<file path="src/rtl/rr_partition_gate.sv">
// Round-robin partition gate.
// Accepts tuples only from channels whose tag partition field matches ID.
// Matching requesters are served round-robin into a single registered output stage.
// Non-matching channels are released so that sibling gates can take them.
// After every upstream channel reports drained, the gate enters a sticky done state.
module rr_partition_gate #(
    parameter int unsigned INPUT_SIZE = 64,
    parameter int unsigned NUM_IN     = 4,
    parameter int unsigned ID         = 0,
    parameter int unsigned SEL_LSB    = 0,
    parameter int unsigned SEL_BITS   = 1
) (
    input  logic                         clk,
    input  logic                         resetn,
    output logic [NUM_IN-1:0]            in_ready,
    input  logic [NUM_IN*INPUT_SIZE-1:0] in_data,
    input  logic [NUM_IN*32-1:0]         in_tag,
    input  logic [NUM_IN-1:0]            in_valid,
    input  logic [NUM_IN-1:0]            in_last_processed,
    input  logic [NUM_IN*64-1:0]         in_serialnum,
    input  logic [NUM_IN-1:0]            in_was_joined,
    input  logic                         ready_4_output,
    output logic [INPUT_SIZE-1:0]        out_data,
    output logic [31:0]                  out_tag,
    output logic                         out_valid,
    output logic [63:0]                  out_serialnum,
    output logic                         out_last_processed,
    output logic                         out_was_joined,
    output logic [31:0]                  out_count
);

    localparam int unsigned PtrW = (NUM_IN > 1) ? $clog2(NUM_IN) : 1;
    localparam logic [SEL_BITS-1:0] IdSel = SEL_BITS'(ID);
    localparam logic [PtrW-1:0] PtrReset = PtrW'(NUM_IN - 1);

    typedef enum logic [1:0] {
        StInit,
        StWork,
        StDone
    } state_e;

    state_e state_q, state_d;

    logic [PtrW-1:0]       rr_ptr_q, rr_ptr_d;
    logic                  out_valid_q, out_valid_d;
    logic [INPUT_SIZE-1:0] out_data_q, out_data_d;
    logic [31:0]           out_tag_q, out_tag_d;
    logic [63:0]           out_serial_q, out_serial_d;
    logic                  out_joined_q, out_joined_d;
    logic                  out_last_q, out_last_d;
    logic [31:0]           out_count_q, out_count_d;

    logic                  adv;
    logic [NUM_IN-1:0]     req;
    logic                  any_req;
    logic                  all_drained;
    logic [PtrW-1:0]       grant;
    logic [PtrW-1:0]       idx;

    logic [INPUT_SIZE-1:0] g_data;
    logic [31:0]           g_tag;
    logic [63:0]           g_serial;
    logic                  g_joined;

    // The output stage can move when it is empty or being drained downstream.
    assign adv = ready_4_output | ~out_valid_q;

    // Every channel has stopped offering tuples and has reported end of stream.
    assign all_drained = (in_valid == '0) && (&in_last_processed);

    // Per-channel request: valid tuple whose partition field selects this gate.
    always_comb begin
        req = '0;
        for (int i = 0; i < int'(NUM_IN); i++) begin
            req[i] = in_valid[i] && (in_tag[i*32 + int'(SEL_LSB) +: SEL_BITS] == IdSel);
        end
    end

    // Round-robin pick: the first requester strictly after rr_ptr, wrapping.
    // Scanning farthest-first and overwriting leaves the nearest requester as the winner.
    always_comb begin
        grant   = '0;
        any_req = 1'b0;
        idx     = '0;
        for (int unsigned k = NUM_IN; k >= 1; k--) begin
            idx = PtrW'((32'(rr_ptr_q) + k) % NUM_IN);
            if (req[idx]) begin
                grant   = idx;
                any_req = 1'b1;
            end
        end
    end

    // Select the granted channel's payload fields.
    always_comb begin
        g_data   = '0;
        g_tag    = '0;
        g_serial = '0;
        g_joined = 1'b0;
        for (int i = 0; i < int'(NUM_IN); i++) begin
            if (grant == PtrW'(i)) begin
                g_data   = in_data[i*int'(INPUT_SIZE) +: INPUT_SIZE];
                g_tag    = in_tag[i*32 +: 32];
                g_serial = in_serialnum[i*64 +: 64];
                g_joined = in_was_joined[i];
            end
        end
    end

    // State register.
    always_ff @(posedge clk or negedge resetn) begin
        if (!resetn) begin
            state_q <= StInit;
        end else begin
            state_q <= state_d;
        end
    end

    // Next state: moves only on advance cycles.
    always_comb begin
        state_d = state_q;
        if (adv) begin
            unique case (state_q)
                StInit:  state_d = StWork;
                StWork:  if (!any_req && all_drained) state_d = StDone;
                StDone:  state_d = StDone;
                default: state_d = StInit;
            endcase
        end
    end

    // Ready outputs: only losing matching requesters are back-pressured.
    always_comb begin
        in_ready = '0;
        if (resetn) begin
            for (int i = 0; i < int'(NUM_IN); i++) begin
                in_ready[i] = adv;
                if (state_q == StWork && req[i] && grant != PtrW'(i)) begin
                    in_ready[i] = 1'b0;
                end
            end
        end
    end

    // Output stage and pointer next-state: hold unless advancing.
    always_comb begin
        rr_ptr_d     = rr_ptr_q;
        out_valid_d  = out_valid_q;
        out_data_d   = out_data_q;
        out_tag_d    = out_tag_q;
        out_serial_d = out_serial_q;
        out_joined_d = out_joined_q;
        out_last_d   = out_last_q;
        out_count_d  = out_count_q;
        if (adv) begin
            unique case (state_q)
                StInit: begin
                    out_valid_d = 1'b0;
                end
                StWork: begin
                    if (any_req) begin
                        out_valid_d  = 1'b1;
                        out_data_d   = g_data;
                        out_tag_d    = g_tag;
                        out_serial_d = g_serial;
                        out_joined_d = g_joined;
                        rr_ptr_d     = grant;
                        out_count_d  = out_count_q + 32'd1;
                    end else begin
                        out_valid_d = 1'b0;
                        // End-of-stream flag is sticky until reset.
                        if (all_drained) out_last_d = 1'b1;
                    end
                end
                StDone: begin
                    out_valid_d = 1'b0;
                end
                default: begin
                    out_valid_d = 1'b0;
                end
            endcase
        end
    end

    // Output stage registers; reset discards any held tuple.
    always_ff @(posedge clk or negedge resetn) begin
        if (!resetn) begin
            rr_ptr_q     <= PtrReset;
            out_valid_q  <= 1'b0;
            out_data_q   <= '0;
            out_tag_q    <= '0;
            out_serial_q <= '0;
            out_joined_q <= 1'b0;
            out_last_q   <= 1'b0;
            out_count_q  <= '0;
        end else begin
            rr_ptr_q     <= rr_ptr_d;
            out_valid_q  <= out_valid_d;
            out_data_q   <= out_data_d;
            out_tag_q    <= out_tag_d;
            out_serial_q <= out_serial_d;
            out_joined_q <= out_joined_d;
            out_last_q   <= out_last_d;
            out_count_q  <= out_count_d;
        end
    end

    assign out_valid          = out_valid_q;
    assign out_data           = out_data_q;
    assign out_tag            = out_tag_q;
    assign out_serialnum      = out_serial_q;
    assign out_was_joined     = out_joined_q;
    assign out_last_processed = out_last_q;
    assign out_count          = out_count_q;

endmodule

</file>
<file path="config.mk">
export PLATFORM = sky130hd
export DESIGN_NAME = rr_partition_gate
export DESIGN_NICKNAME = d
export VERILOG_FILES = /design/src/rtl/rr_partition_gate.sv
export SDC_FILE = /design/constraint.sdc
export NUM_CORES = 1
export LEC_CHECK = 0
export BUFFER_PORTS_ARGS = -buffer_cell sky130_fd_sc_hd__buf_2
export CAP_MARGIN = 30
export CORE_AREA = 8 8 323 325
export CTS_CLUSTER_DIAMETER = 40
export DETAILED_ROUTE_END_ITERATION = 6
export DIE_AREA = 0 0 331 333
export SETUP_SLACK_MARGIN = 0.05
export SKIP_LAST_GASP = 1
export SLEW_MARGIN = 30
export SYNTH_ARGS = -nofsm -noshare
export SYNTH_HDL_FRONTEND = slang
export SYNTH_SLANG_ARGS = --single-unit
</file>
<file path="constraint.sdc">
create_clock -name clk -period 2.6 [get_ports clk]
set_input_delay 0.26 -clock clk [delete_from_list [all_inputs] [get_ports clk]]
set_output_delay 0.26 -clock clk [all_outputs]
set_load 0.05 [all_outputs]
</file>
==> Word level (Yosys, flattened, before mapping) <==
Cells that the tools add are included.
{ "totals": {"regBits": 199, "latchBits": 0, "ramBits": 0, "romBits": 0, "output_inout_bits": 199, "n_memories": 0} }
{ "classes": {"add_sub_neg": 5, "n_mul": 0, "div_mod_pow": 0, "order_cmp": 4, "eq_ne": 9, "shift": 0, "muxes": 41, "bitwise": 7, "reduce_logical": 23} }
{ "op_table": {"columns": ["cell", "count"], "rows": [
  ["2-to-1 mux 64 bit", 8],
  ["2-to-1 mux 32 bit", 4],
  ["adder 32 x 1 -> 32 bit (second input constant)", 1],
  ["2-to-1 mux 1 bit", 18],
  ["logical AND 1 bit", 14],
  ["less-than comparator 2 x 3 -> 1 bit (second input constant)", 4],
  ["2-to-1 mux 2 bit", 5],
  ["binary-select mux 1 bit (select 2 bit)", 4],
  ["AND reduction 4 bit", 2],
  ["== test 2 bit (second input constant)", 3],
  ["!= test 2 bit (second input constant)", 3],
  ["NOT 1 bit", 6],
  ["one-hot mux 2 bit (3 select lines)", 1],
  ["adder 2 x 1 -> 2 bit (second input constant)", 2],
  ["adder 2 bit (second input constant)", 2],
  ["== test 2 x 1 -> 1 bit (second input constant)", 2],
  ["zero test 2 bit", 2],
  ["zero test 4 bit", 1],
  ["2-to-1 mux 4 bit", 1],
  ["AND reduction 3 bit", 1],
  ["!= test 2 x 1 -> 1 bit (second input constant)", 1],
  ["AND reduction 2 bit", 1],
  ["nonzero test 2 bit", 1],
  ["zero test 1 bit", 1],
  ["OR 1 bit", 1]
]} }

==> Logic depth before layout (Yosys ltp) <==
{ "depth": {"depth_word": 13, "depth_mapped": 9, "mapped_depth_nobuf": 6} }

==> Worst setup path after synthesis <==
OpenSTA, ideal clock, no wires.
{ "synth_path": {"kind": "reg-to-output", "start": "register rr_ptr_q[1]", "end": "output port in_ready[0]", "arrival_time_ns": 2.382, "required_time_ns": 2.340, "path_slack_ns": -0.042, "path_stages_with_launch": 9, "cell_sequence": "dfstp_2 > buf_4 > and3b_2 > o22ai_2 > a221oi_1 > buf_2 > buf_2 > nand2_1 > a31oi_1"} }
{ "synth_between": {"elab_chain_cells": 11} }
{ "synth_lines": {"columns": ["element", "line", "text"], "rows": [
  ["start: declaration", "44", "logic [PtrW-1:0] rr_ptr_q, rr_ptr_d;"],
  ["start signal: assignment", "188", "rr_ptr_q <= PtrReset;"],
  ["start signal: assignment", "197", "rr_ptr_q <= rr_ptr_d;"],
  ["adder 2 x 1 -> 2 bit", "86", "idx = PtrW'((32'(rr_ptr_q) + k) % NUM_IN);"],
  ["binary-select mux 1 bit (select 2 bit)", "87", "if (req[idx]) begin"],
  ["2-to-1 mux 1 bit (not written as such)", "87", null],
  ["2-to-1 mux 2 bit (3 in a row)", "87", null],
  ["2-to-1 mux 2 bit (*)", "87", null],
  ["nonzero test 2 bit (*)", "138", "if (state_q == StWork && req[i] && grant != PtrW'(i)) begin"],
  ["logical AND 1 bit (*)", "138", null],
  ["2-to-1 mux 1 bit (*)", "138", null],
  ["2-to-1 mux 4 bit (*)", "135", "if (resetn) begin"],
  ["end: declaration", "15", "output logic [NUM_IN-1:0] in_ready,"]
]} }
Every way passes the cells marked *; elsewhere a longest branch is shown, timed or not. The select of a mux whose other input is x is not followed.

==> Worst setup path in the final report <==
{ "layout_path": {"start": "register rr_ptr_q[1]", "end": "output port in_ready[3]"} }
{ "layout_between": {"elab_chain_cells": 11} }
{ "layout_lines": {"columns": ["element", "line"], "rows": [
  ["adder 2 x 1 -> 2 bit", "86"],
  ["binary-select mux 1 bit (select 2 bit)", "87"],
  ["2-to-1 mux 1 bit (not written as such)", "87"],
  ["2-to-1 mux 2 bit (3 in a row)", "87"],
  ["2-to-1 mux 2 bit (*)", "87"],
  ["!= test 2 bit (*)", "138"],
  ["logical AND 1 bit (*)", "138"],
  ["2-to-1 mux 1 bit (*)", "138"],
  ["2-to-1 mux 4 bit (*)", "135"]
]} }
Marks and branches as above.

==> out/metrics.csv <==
metric;value;unit
run_status;finished with violations;
violations;setup timing;
detailedPlacementHpwl;66.4;mm
cpMostUsedCell;buf_12;
avgRoutedWirePerCell;23.9;um
design.final.nets;2898;
drv.max_cap_violation_count;0;
cts_root_buffer;clkbuf_16;
synth-simple-area-share;0.195;
fp-row-count;116;
setup.reg_to_reg.worst_slack;0.06;ns
ys_types;50;
grt_first_pass_wirelength;118;mm
placed_cell_area;19200;um2
synth_flop_cell;dfrtp_1;
route.vias.total;16316;
postSynthCellCount;1332;
chipWidth;331;um
tritoncts_clock_tree;done;
cp_data_arrival_time;2.34;ns
holdPathEnd;out_serialnum[62]$_DFFE_PN0P_;
layout_setup_ws;-0.00342;ns
tns;-0.00342;ns
synth_sequential_area_ratio;0.376;
irDropWorstVdd;0.456;mV
number_of_buffer_and_inverter_instances_along_the_worst_setup_path;2;
initial_core_util;0.134;
die_area;110000;um2
finalSetupViolations;1;
final_cell_count_no_fill;3561;
worst-endpoint-required;2.34;ns
critical_path.cell_chain;and3b_2 > o22ai_4 > a221o_4 > buf_12 > nand2_4 > a31oi_4 > buf_12;
finalClockSkew;0.0157;ns
post-place-cells;3388;
numCtsBuffers;17;
postSynthRegisterBits;199;
layout-drive-gt1-share;0.462;
xor_xnor_share_of_the_synthesized_area;0.0205;
vias_in_the_first_global_route;16850;
crit_path_max_incr_delay;0.58;ns
r2r-end;out_serialnum[3]$_DFFE_PN0P_;
synth-compound-area-share;0.204;
setup.worst_path.class;register to primary output;
cts_num_sinks;199;
power-per-cell-area;1070;nW/um2
min_delay_path_depth;3;
final_max_slew_viol_count;0;
dr.first_iter.drc_count;1041;
combinational_family_with_the_most_area_after_synthesis;compound AO/OA/AOI/OAI gates;
grt_start_max_net_pins;105;
synthMuxAreaShare;0.122;
dr.pass1.iters;5;
syn_area;13300;um2
synth_largest_type_area_fraction;0.372;
global_route.overflow_total;0;
route.detailed.vias_per_inst;4.58;
syn_area_per_cell;9.96;um2
post-route-period-util;1.00;
finalHoldViolations;0;
post-route-cell-area;21400;um2
remaining_drc_errors;0;
design.core.area;99300;um2
clock_slew_seen_by_the_registers_of_the_worst_setup_and_hold_paths;0.10;ns
io_buffer_count;853;
cpMaxStageDelayCell;dfstp_2;
number_of_antenna_violations_at_the_first_check_in_global_routing;17;
top_level_ports;854;
clock.fmax;384;MHz
startpoint_type_of_the_worst_setup_path;register;
power.total;22900;uW
unrepaired_setup_endpoints_after_global_routing;true;
wl;85.0;mm
least_margin_pin_slew;0.771;ns
clock_insertion_delay_worst_skew;0.51;ns
reg2regPathDepth;9;
async_flop_share;1.00;
synthTopCellsByArea;dfrtp_1 (37%), mux2i_1 (12%), a32oi_1 (8.1%), o211ai_1 (7.0%), nand4_1 (6.5%);
synth_edf_count;0;
grt_usage;0.144;
area_growth;61.2;%
clock_path_buffers;2;
cp_max_fo;4;
cp_top_family;compound AO/OA/AOI/OAI gates;
worst_r2r_startpoint;rr_ptr_q[1]$_DFFE_PN1P_;
synth_nets;1990;
final_worst_path_period_need;2.60;ns
die-height;333;um
synthDominantAreaCellType;dfrtp_1;
htree_levels;4;
route.antenna.remaining_nets;0;
synth_warnings;0;
hold_path.startpoint;in_serialnum[62];
dp_slack;0.126;ns
p_leak;0.00981;uW
endpoint_kind;primary output;
timing.slew.headroom;0.486;
hold_path.class;input pin to register;
critical_path_depth;7;
gp_congestion;0.866;
post_synth_fa_ha_maj_area_fraction;0.00283;
cell usage after synthesis, types with 2 or more instances:
library cell  number
a211oi_1          38
a31oi_1            4
a32oi_1          122
and2_1             4
and3_1           107
and3_2            19
and4_1             4
buf_2             67
buf_4              6
buf_6             32
clkbuf_1          74
clkbuf_4           2
dfrtp_1          197
dfstp_2            2
ha_1               3
inv_1              6
mux2_2             2
mux2i_1          160
nand2_1           27
nand2b_1           4
nand3_1            9
nand4_1          137
nor2_1             9
nor2b_4            2
nor3_1             4
nor4_1            40
o211ai_1         123
o21ai_0            3
o32ai_1           38
or3_1             38
xnor2_1           25
xor2_1             6
layout make-up:
type / instances / area [um2]
Antenna cell: 10 / 25.0
Clock buffer: 17 / 425
Clock inverter: 15 / 213
Fill cell: 10891 / 77900
Inverter: 6 / 22.5
Multi-Input combinational cell: 945 / 7440
Sequential cell: 199 / 4980
Tap cell: 1298 / 1620
Timing Repair Buffer: 1071 / 6650
cells in the final DEF, fill, tap and decap left out, types with 4 or more instances in the layout:
| cell | n |
|---|---|
| mux2i_2 | 7 |
| buf_4 | 64 |
| nor3_1 | 4 |
| buf_2 | 848 |
| o32ai_1 | 38 |
| inv_6 | 4 |
| diode_2 | 10 |
| xor2_1 | 6 |
| nor4_1 | 36 |
| buf_12 | 27 |
| o211ai_1 | 123 |
| buf_6 | 4 |
| clkbuf_16 | 18 |
| nand2b_1 | 4 |
| nor4_2 | 4 |
| clkinv_8 | 6 |
| a211oi_1 | 37 |
| nand2_1 | 24 |
| dfrtp_1 | 197 |
| xnor2_1 | 25 |
| inv_1 | 6 |
| and3_2 | 19 |
| or3_1 | 38 |
| dlygate4sd3_1 | 124 |
| and3_1 | 107 |
| mux2i_1 | 152 |
| nor2_1 | 7 |
| nand3_1 | 9 |
| nand4_1 | 137 |
| a32oi_1 | 122 |
power breakdown:
part	internal (uW)	switching (uW)	leakage [uW]
registers	4390	889	0.00243
clock network	1350	1720	0.000307
logic	4200	10300	0.00707
worst max path at each step:
stage	slack (ns)	to	startpoint
2_1_floorplan	-0.04	in_ready[0]	rr_ptr_q[1]$_DFFE_PN1P_
3_3_place_gp	0.13	out_serialnum[3]$_DFFE_PN0P_	rr_ptr_q[1]$_DFFE_PN1P_
3_5_place_dp	0.13	out_serialnum[3]$_DFFE_PN0P_	rr_ptr_q[1]$_DFFE_PN1P_
4_1_cts	-0.13	in_ready[3]	rr_ptr_q[1]$_DFFE_PN1P_
5_1_grt	-0.13	in_ready[3]	rr_ptr_q[1]$_DFFE_PN1P_
6_report	-0.003	in_ready[3]	rr_ptr_q[1]$_DFFE_PN1P_
stage by stage:
stage | hold slack, ns | util
2_1_floorplan | -0.0356 | -
3_3_place_gp | 0.336 | 0.194
3_5_place_dp | 0.331 | 0.194
4_1_cts | 0.000179 | 0.214
5_1_grt | 0.0166 | 0.215
6_report | 0.0576 | 0.215
metal layers:
layer  vias to the layer above  track usage  part of all wire
li1                       7269            -                 -
met1                      8030        0.176              0.41
met2                       904        0.245              0.48
met3                       111       0.0388             0.080
met4                         2       0.0471             0.029
met5                         -            0           0.00014
cell families after synthesis:
group / count (synthesis)
AOI/OAI and AO/OA: 334
xor gates and xnor gates: 31
adders and majority gates: 3
buffers and inverters: 188
DFF: 199
muxes: 162
and+or+nand+nor: 415
worst register-to-register path, cell delays in order, from the launching register on:
cell and delay (ns):
dfstp_2 0.58, and3b_2 0.24, o22ai_4 0.09, a221o_4 0.40, buf_12 0.14, buf_4 0.22, buf_16 0.25, mux2i_4 0.23
buf_4 0.16, o211ai_1 0.16
sequential cells by signal, indices dropped and copies added (netlist names):
name                cells
out_tag                32
out_count              32
out_valid               1
out_data               64
out_serialnum          64
state_q                 2
out_last_processed      1
rr_ptr_q                2
out_was_joined          1
what timing repair did:
item | 4_1_cts | 5_1_grt
setup buffers | 7 | 0
pin swaps | 6 | 3
endpoints found under the setup margin | 4 | 38
gates cloned | 0 | 1
hold buffers | 124 | 0
hold endpoints to repair | 313 | 0
resized for setup | 14 | 17
Power figures use the tool's default switching activity.
